File: src/rtl/seq_alu_if.sv
// seq_alu operand/result bundle: valid/ready operand channel in,
// valid/ready result channel with status flags out.
interface seq_alu_if #(
    parameter int WIDTH = 8
);
    logic             in_valid;
    logic             in_ready;
    logic [2:0]       op;
    logic [WIDTH-1:0] x;
    logic [WIDTH-1:0] y;
    logic             out_valid;
    logic             out_ready;
    logic [WIDTH-1:0] result;
    logic [WIDTH-1:0] result_hi;
    logic             carry;
    logic             overflow;
    logic             zero;
    logic             negative;

    modport master (
        output in_valid, op, x, y, out_ready,
        input  in_ready, out_valid, result, result_hi,
        input  carry, overflow, zero, negative
    );

    modport slave (
        input  in_valid, op, x, y, out_ready,
        output in_ready, out_valid, result, result_hi,
        output carry, overflow, zero, negative
    );
endinterface

File: src/rtl/seq_alu.sv
// Registered WIDTH-bit ALU with status flags and a serial
// shift-add multiplier (one multiplier bit per cycle, LSB first).
module seq_alu #(
    parameter int WIDTH = 8
) (
    input logic     clk,
    input logic     rst,
    seq_alu_if.slave bus
);
    localparam int CW = $clog2(WIDTH);

    localparam logic [2:0] OP_ADD  = 3'b000;
    localparam logic [2:0] OP_SUB  = 3'b001;
    localparam logic [2:0] OP_XOR  = 3'b010;
    localparam logic [2:0] OP_AND  = 3'b011;
    localparam logic [2:0] OP_OR   = 3'b100;
    localparam logic [2:0] OP_SHL  = 3'b101;
    localparam logic [2:0] OP_MUL  = 3'b110;
    localparam logic [2:0] OP_PASS = 3'b111;

    typedef enum logic {
        S_IDLE,
        S_MUL
    } state_t;

    state_t             state;
    logic [CW-1:0]      cnt;
    logic [WIDTH-1:0]   mcand;
    logic [2*WIDTH-1:0] prod;

    logic               accept;
    logic               consume;
    logic [WIDTH:0]     add_s;
    logic [WIDTH:0]     sub_s;
    logic [WIDTH:0]     step_s;
    logic [2*WIDTH-1:0] prod_nx;

    logic [WIDTH-1:0]   alu_res;
    logic               alu_c;
    logic               alu_v;

    assign bus.in_ready = (state == S_IDLE) &&
                          (!bus.out_valid || bus.out_ready);
    assign accept  = bus.in_valid && bus.in_ready;
    assign consume = bus.out_valid && bus.out_ready;

    assign add_s = {1'b0, bus.x} + {1'b0, bus.y};
    assign sub_s = {1'b0, bus.x} + {1'b0, ~bus.y} + (WIDTH+1)'(1);

    // prod holds {partial product, remaining multiplier bits};
    // each step adds the multiplicand on bit 0 and shifts right.
    assign step_s  = {1'b0, prod[2*WIDTH-1:WIDTH]} +
                     {1'b0, {WIDTH{prod[0]}} & mcand};
    assign prod_nx = {step_s, prod[WIDTH-1:1]};

    // Single-cycle op evaluation on the live operands.
    always_comb begin
        alu_res = '0;
        alu_c   = 1'b0;
        alu_v   = 1'b0;
        unique case (bus.op)
            OP_ADD: begin
                alu_res = add_s[WIDTH-1:0];
                alu_c   = add_s[WIDTH];
                alu_v   = (bus.x[WIDTH-1] == bus.y[WIDTH-1]) &&
                          (add_s[WIDTH-1] != bus.x[WIDTH-1]);
            end
            OP_SUB: begin
                alu_res = sub_s[WIDTH-1:0];
                alu_c   = sub_s[WIDTH];
                alu_v   = (bus.x[WIDTH-1] != bus.y[WIDTH-1]) &&
                          (sub_s[WIDTH-1] != bus.x[WIDTH-1]);
            end
            OP_XOR:  alu_res = bus.x ^ bus.y;
            OP_AND:  alu_res = bus.x & bus.y;
            OP_OR:   alu_res = bus.x | bus.y;
            OP_SHL: begin
                alu_res = {bus.x[WIDTH-2:0], 1'b0};
                alu_c   = bus.x[WIDTH-1];
            end
            OP_MUL:  alu_res = '0;
            OP_PASS: alu_res = bus.y;
        endcase
    end

    // Control FSM plus result/flag registers.
    always_ff @(posedge clk) begin
        if (rst) begin
            state         <= S_IDLE;
            cnt           <= '0;
            mcand         <= '0;
            prod          <= '0;
            bus.out_valid <= 1'b0;
            bus.result    <= '0;
            bus.result_hi <= '0;
            bus.carry     <= 1'b0;
            bus.overflow  <= 1'b0;
            bus.zero      <= 1'b0;
            bus.negative  <= 1'b0;
        end else begin
            unique case (state)
                S_IDLE: begin
                    if (accept) begin
                        if (bus.op == OP_MUL) begin
                            mcand         <= bus.x;
                            prod          <= {{WIDTH{1'b0}}, bus.y};
                            cnt           <= CW'(WIDTH-1);
                            state         <= S_MUL;
                            bus.out_valid <= 1'b0;
                        end else begin
                            bus.result    <= alu_res;
                            bus.result_hi <= '0;
                            bus.carry     <= alu_c;
                            bus.overflow  <= alu_v;
                            bus.zero      <= (alu_res == '0);
                            bus.negative  <= alu_res[WIDTH-1];
                            bus.out_valid <= 1'b1;
                        end
                    end else if (consume) begin
                        bus.out_valid <= 1'b0;
                    end
                end
                S_MUL: begin
                    prod <= prod_nx;
                    if (cnt == '0) begin
                        bus.result    <= prod_nx[WIDTH-1:0];
                        bus.result_hi <= prod_nx[2*WIDTH-1:WIDTH];
                        bus.carry     <= |prod_nx[2*WIDTH-1:WIDTH];
                        bus.overflow  <= 1'b0;
                        bus.zero      <= (prod_nx == '0);
                        bus.negative  <= prod_nx[WIDTH-1];
                        bus.out_valid <= 1'b1;
                        state         <= S_IDLE;
                    end else begin
                        cnt <= cnt - CW'(1);
                    end
                end
            endcase
        end
    end
endmodule
File: src/flat_wrapper.sv
// flat-port wrapper written by rule: the top's interface ports become plain ports
module seq_alu_flat 
#(
    parameter int WIDTH = 8
)
  (clk, rst, bus_in_valid, bus_op, bus_x, bus_y, bus_out_ready, bus_in_ready, bus_out_valid, bus_result, bus_result_hi, bus_carry, bus_overflow, bus_zero, bus_negative);
  seq_alu_if #(.WIDTH(WIDTH)) bus_i ();
  input logic clk;
  input logic rst;
  input wire logic [$bits(bus_i.in_valid)-1:0] bus_in_valid;
  input wire logic [$bits(bus_i.op)-1:0] bus_op;
  input wire logic [$bits(bus_i.x)-1:0] bus_x;
  input wire logic [$bits(bus_i.y)-1:0] bus_y;
  input wire logic [$bits(bus_i.out_ready)-1:0] bus_out_ready;
  output wire logic [$bits(bus_i.in_ready)-1:0] bus_in_ready;
  output wire logic [$bits(bus_i.out_valid)-1:0] bus_out_valid;
  output wire logic [$bits(bus_i.result)-1:0] bus_result;
  output wire logic [$bits(bus_i.result_hi)-1:0] bus_result_hi;
  output wire logic [$bits(bus_i.carry)-1:0] bus_carry;
  output wire logic [$bits(bus_i.overflow)-1:0] bus_overflow;
  output wire logic [$bits(bus_i.zero)-1:0] bus_zero;
  output wire logic [$bits(bus_i.negative)-1:0] bus_negative;
  assign bus_i.in_valid = bus_in_valid;
  assign bus_i.op = bus_op;
  assign bus_i.x = bus_x;
  assign bus_i.y = bus_y;
  assign bus_i.out_ready = bus_out_ready;
  assign bus_in_ready = bus_i.in_ready;
  assign bus_out_valid = bus_i.out_valid;
  assign bus_result = bus_i.result;
  assign bus_result_hi = bus_i.result_hi;
  assign bus_carry = bus_i.carry;
  assign bus_overflow = bus_i.overflow;
  assign bus_zero = bus_i.zero;
  assign bus_negative = bus_i.negative;
  seq_alu #(.WIDTH(WIDTH)) u_core (.clk(clk), .rst(rst), .bus(bus_i));
endmodule
File: config.mk
export PLATFORM = sky130hd
export DESIGN_NAME = seq_alu_flat
export DESIGN_NICKNAME = d
export VERILOG_FILES = /design/src/rtl/seq_alu_if.sv /design/src/rtl/seq_alu.sv /design/src/flat_wrapper.sv
export SDC_FILE = /design/constraint.sdc
export NUM_CORES = 1
export LEC_CHECK = 0
export ABC_AREA = 1
export BUFFER_PORTS_ARGS = -buffer_cell sky130_fd_sc_hd__buf_2
export CAP_MARGIN = 20
export CORE_MARGIN = 2
export CORE_UTILIZATION = 35
export CTS_CLUSTER_DIAMETER = 200
export DETAILED_ROUTE_END_ITERATION = 10
export HOLD_SLACK_MARGIN = 0.03
export REMOVE_ABC_BUFFERS = 1
export SYNTH_ARGS = -nofsm -noshare
export SYNTH_HDL_FRONTEND = slang
export SYNTH_SLANG_ARGS = --single-unit
File: constraint.sdc
create_clock -name clk -period 2.5 [get_ports clk]
set_input_delay 0.25 -clock clk [delete_from_list [all_inputs] [get_ports clk]]
set_output_delay 0.25 -clock clk [all_outputs]
set_load 0.1 [all_outputs]
# Word level (Yosys, flattened, before mapping)
# Cells that the tools add are included.
[totals]
in_bits = 23
regBits = 49
[op_classes]
n_addsub = 5
reduce_logical = 17
n_eq_ne = 17
bitwise = 6
n_mux = 43
[op_table]
columns = ["op", "n"]
rows = [
  ["one-hot mux 8 bit (8 select lines)", 1],
  ["two-way mux 8 bit", 6],
  ["two-way mux 16 bit", 2],
  ["one-hot mux 16 bit (2 select lines)", 1],
  ["one-hot mux 8 bit (2 select lines)", 2],
  ["adder 8 x 8 -> 9 bit", 3],
  ["two-way mux 1 bit", 19],
  ["bitwise AND 8 bit", 2],
  ["logical NOT 16 bit", 1],
  ["one-hot mux 1 bit (2 select lines)", 7],
  ["equality test 3 bit, second input constant", 4],
  ["adder 9 x 1 -> 9 bit, second input constant", 1],
  ["two-way mux 3 bit", 3],
  ["AND reduction 3 bit", 3],
  ["logical NOT 8 bit", 1],
  ["inequality test 2 bit, second input constant", 4],
  ["NOT 8 bit", 1],
  ["bitwise OR 8 bit", 1],
  ["OR reduction 8 bit", 1],
  ["bitwise XOR 8 bit", 1],
  ["equality test 3 x 2 -> 1 bit, second input constant", 2],
  ["logical NOT 3 bit", 2],
  ["one-hot mux 3 bit (2 select lines)", 1],
  ["logical AND 1 bit", 5],
  ["11 further kinds", 14],
]

# Depth between registers and ports, before layout
[depth]
word_depth = 9
ltp_mapped = 18

# Worst setup path before layout
# No wires, ideal clock.
[synth_timing]
path_kind = "reg2reg"
from = "register u_core.bus.out_valid"
to = "register u_core.bus.carry"
stages_incl_launch_ff = 10
path_slack_ps = -245
arrival_ps = 2636
path_cell_list = "dfxtp_1 a21oi_2 nand2_2 nor2_4 o21ai_4 inv_4 buf_6 nand3_1 nand2_1 inv_1"
[synth_between]
elab_chain_cells = 6
[synth_rtl]
columns = ["element", "line", "text"]
rows = [
  ["start, declared", "seq_alu_if.sv:28", "output in_ready, out_valid, result, result_hi,"],
  ["start signal, assigned", "seq_alu.sv:93", "bus.out_valid <= 1'b0;"],
  ["start signal, assigned", "seq_alu.sv:109", "bus.out_valid <= 1'b0;"],
  ["start signal, assigned", "seq_alu.sv:117", "bus.out_valid <= 1'b1;"],
  ["logical NOT 1 bit", "seq_alu.sv:43", "(!bus.out_valid || bus.out_ready);"],
  ["logical OR 1 bit", "seq_alu.sv:43", ""],
  ["logical AND 1 bit", "seq_alu.sv:42", "assign bus.in_ready = (state == S_IDLE) &&"],
  ["net bus_in_ready", "flat_wrapper.sv:15", "output wire logic [$bits(bus_i.in_ready)-1:0] bus_in_ready;"],
  ["logical AND 1 bit", "seq_alu.sv:44", "assign accept = bus.in_valid && bus.in_ready;"],
  ["inequality test 2 x 1 -> 1 bit (no line)", "--", ""],
  ["AND reduction 3 bit (no line)", "--", ""],
  ["end signal, assigned", "seq_alu.sv:113", "bus.carry <= alu_c;"],
  ["end signal, assigned", "seq_alu.sv:128", "bus.carry <= |prod_nx[2*WIDTH-1:WIDTH];"],
  ["end, declared", "seq_alu_if.sv:29", "output carry, overflow, zero, negative"],
]
# The timed path passes the listed nets, and every way through them passes these cells.
# A chain may end at the register's enable or synchronous reset.

# Final worst setup path
[layout_timing]
from = "register u_core.prod[0]"
to = "register u_core.bus.zero"
[layout_between]
elab_chain_cells = 5
[layout_rtl]
columns = ["element", "line", "text"]
rows = [
  ["start, declared", "seq_alu.sv:29", "logic [2*WIDTH-1:0] prod;"],
  ["start signal, assigned", "seq_alu.sv:106", "prod <= {{WIDTH{1'b0}}, bus.y};"],
  ["start signal, assigned", "seq_alu.sv:124", "prod <= prod_nx;"],
  ["bitwise AND 8 bit", "seq_alu.sv:53", "{1'b0, {WIDTH{prod[0]}} & mcand};"],
  ["adder 8 x 8 -> 9 bit", "seq_alu.sv:52", "assign step_s = {1'b0, prod[2*WIDTH-1:WIDTH]} +"],
  ["logical NOT 16 bit", "seq_alu.sv:130", "bus.zero <= (prod_nx == '0);"],
  ["two-way mux 1 bit", "seq_alu.sv:125", "if (cnt == '0) begin"],
  ["one-hot mux 1 bit (2 select lines)", "seq_alu.sv:101", "unique case (state)"],
  ["end signal, assigned", "seq_alu.sv:115", "bus.zero <= (alu_res == '0);"],
  ["end signal, assigned", "seq_alu.sv:130", ""],
  ["end, declared", "seq_alu_if.sv:29", ""],
]
# Every way passes these cells. The select of a mux whose other input is x is not followed.

==> impl_results.md <==
- Status: finished clean
- Hold Fails Final Rpt: 0
- Total GRT Usage: 0.1986
- Count of input and output buffers: 44
- Cells after Synth: just under 600
- Fmax: roughly 0.44 GHz
- Sequential element share of the synthesized area: 0.2491
- Drt first-iter violations: 264
- Root Buffer: clkbuf_8
- Die area: 0.01188 mm^2
- Power per Cell Area: ~500 mW/mm^2
- Worst EP arrival: roughly 2.5 ns
- CTS tree: done
- Buffers & Inverters on Critical Path: 3
- Clk buf depth: 2
- Hold crit path type: in2reg
- H-tree depth: 2
- Share of layout cells above drive strength 1: 0.1349
- Net count reported at finish: 689
- Final Max Tran Viols: 0
- I/O Pins: 45
- Hpwl dp: 8886 um
- Final worst-path cycle share: 0.9104
- Vias per cell: 5.245
- DP Cell Count: 760
- Avg Cell Area, Syn: approximately 6.5 um^2
- Endpoints failing setup: 0
- Post-synthesis register bit count: 48
- Antenna cell count: 0
- Commonest non-fill, non-tap cells in the layout: nand2_1 (156), inv_1 (80), nand3_1 (53), a21oi_1 (52), dfxtp_1 (47)
- DP Area: about 0.0041 mm^2
- Slowest stage cell, crit path: fa_1
- Worst Setup Start Kind: flip-flop
- VDD IR-drop max: between 0.2 and 0.25 mV
- Clock slew at the register clock pins of the worst setup and hold paths: 0.10 ns
- Post-DRT Antenna Nets: 0
- Vias: 4039
- Fin area: about 0.0043 mm^2
- Max_cap viols: 0
- Number of CTS-inserted buffers: 5
- Worst Max-Slew Pin Slew: 0.7166 ns
- Critical Path RT: 2.74 ns
- Sink Count: 48
- Pre-antenna DRT Iters: 6
- WL/cell: between 15 and 20 um
- Largest net degree at the start of global routing: 29
- Max incr delay on CP: 0.42 ns
- Min setup slack post-route: 0.2240 ns
- Most common cell after layout, fill and taps aside: nand2_1
- Slew margin rel.: 0.5217
- Residual DRC: 0
- Synth unique cells: between 40 and 50
- FP Rows: 38
- GR Overflow Total: 0
- Total length of routed wires: roughly 12000 um
- Starting density of the core: 0.3574
- Initial antenna violation count: 0
- CP cell instances: nand2_1 > inv_1 > ha_2 > inv_1 > fa_1 > inv_1 > nand3_1 > nand2_1 > nand2_1 > nand2_1 > nand3_1 > nor2_1 > nand4_1 > nor2_1 > nor2_1 > a21oi_1
- First-pass GRT wire length: between 15000 and 20000 um
- Final min period: 2.276 ns
- Die X: approximately 110 um
- CP Max Fanout: 5
- DP Worst Slack: between 0.1 and 0.15 ns
- Top Family by Delay on Critical Path: simple AND/OR/NAND/NOR gates
- Clk_lat worst skew: 0.31 ns
- P&R area growth vs syn: 11.19%
- Worst Hold Margin: roughly 0.25 ns
- Core footprint: ~0.011 mm^2
- Pleak: 2.171 nW
- Non-filler cells, final: slightly below 800
- Critical Path Sink Type: flip-flop
- Mapped Area: just under 0.004 mm^2
- Die Ht: ~110 um
- Final Core Density: 0.3974
- WS Path Type: reg2reg
- Number of global-route vias before repair: roughly 3800
- Cell mode on critical path: nand2_1
- Yosys warning total: 0
- Clk_skew: between 0.009 and 0.01 ns
- Routability cong.: about 0.97
==> registers in the layout, indices dropped and copies added, names as in the netlist <==
register	cells
u_core.cnt	3
u_core.bus.overflow	1
u_core.bus.zero	1
u_core.bus.out_valid	1
u_core.bus.carry	1
u_core.state	1
u_core.bus.result_hi	8
u_core.prod	16
u_core.mcand	8
u_core.bus.result	8
==> through the flow <==
stage                 TNS, ns  total power, mW
finish                      0            2.147
global route        -0.004296            2.252
CTS                         0            2.150
detailed placement          0            1.548
global placement            0            1.540
floorplan              -8.623            1.359
==> layout make-up <==
cell class	count	area [um^2]
Clock buffer	6	82.58
Clock inverter	2	38.79
Fill cell	1196	6504
Inverter	83	316.6
Multi-Input combinational cell	440	2439
Sequential cell	48	964.7
Tap cell	140	175.2
Timing Repair Buffer	51	272.8
==> synth_stat cells, drive strengths merged <==
library cell  count  area share
o21bai            1      0.0019
a21oi            54       0.072
nand2           160        0.16
buf              15       0.029
o21a              1      0.0019
inv              83       0.082
o21ai            37       0.051
a21o              1      0.0019
nand3            56       0.077
o211ai            1      0.0019
nor3              2      0.0026
o311ai            1      0.0023
ha               34        0.11
a221oi            1      0.0023
a31oi             9       0.015
o221ai            1      0.0023
nand3b            2      0.0039
nand4            21       0.034
dfxtp            48        0.25
or2               5      0.0081
a311oi            1      0.0023
fa                3       0.016
nor4              1      0.0016
xor2              4      0.0091
nor2             42       0.052
nor3b             1      0.0019
xnor2             1      0.0023
clkbuf            9      0.0088
==> report_power, final <==
part	internal (mW)	switching (mW)	leakage (nW)
sequential	0.803	0.0223	0.392
combinational	0.167	0.543	1.72
clock	0.328	0.285	0.0614
total	1.30	0.850	2.17
==> worst register-to-register path: cells and delay by family, from the launching register on <==
family	cells	cell delay (ns)
AND/OR/NAND/NOR	10	0.87
buffers and inverters	3	0.21
flip-flops	1	0.38
adder cells (fa/ha/maj)	2	0.61
AO/OA/AOI/OAI	1	0.13
==> routing by layer <==
| layer | global-route usage | share of wire | vias up |
|---|---|---|---|
| li1 | - | - | 2016 |
| met1 | 0.2750 | 0.48 | 1879 |
| met2 | 0.3159 | 0.45 | 124 |
| met3 | 0.02630 | 0.053 | 20 |
| met4 | 0.06960 | 0.024 | 0 |
| met5 | 0 | 0 | - |
==> timing repair <==
item                                    CTS  global route
resized for setup                         0             3
hold buffers                              0             0
endpoints found under the setup margin    0             2
setup buffers                             0             2
==> final timing paths <==
| check | from | end | slack (ns) | depth (start not counted) |
|---|---|---|---|---|
| worst max-delay path | u_core.prod[0] | u_core.bus.zero | 0.22 | 16 |
| worst min register to register | u_core.cnt[0] | u_core.cnt[0] | 0.46 | 1 |
| worst max register to register | u_core.prod[0] | u_core.bus.zero | 0.22 | 16 |
| worst min-delay path | bus_x[0] | u_core.mcand[0] | 0.25 | 3 |
==> cells by family (layout without fill, tap and decap cells) <==
| kind of cell | count (synthesis) | count (layout) | synth area share |
|---|---|---|---|
| and+or+nand+nor | 290 | 290 | 0.3399 |
| AOI/OAI and AO/OA | 108 | 108 | 0.1544 |
| buffers and inverters | 107 | 142 | 0.1194 |
| DFF | 48 | 48 | 0.2491 |
| adders and majority gates | 37 | 37 | 0.1259 |
| xor gates and xnor gates | 5 | 5 | 0.01135 |
(Power assumes the default switching activity.)
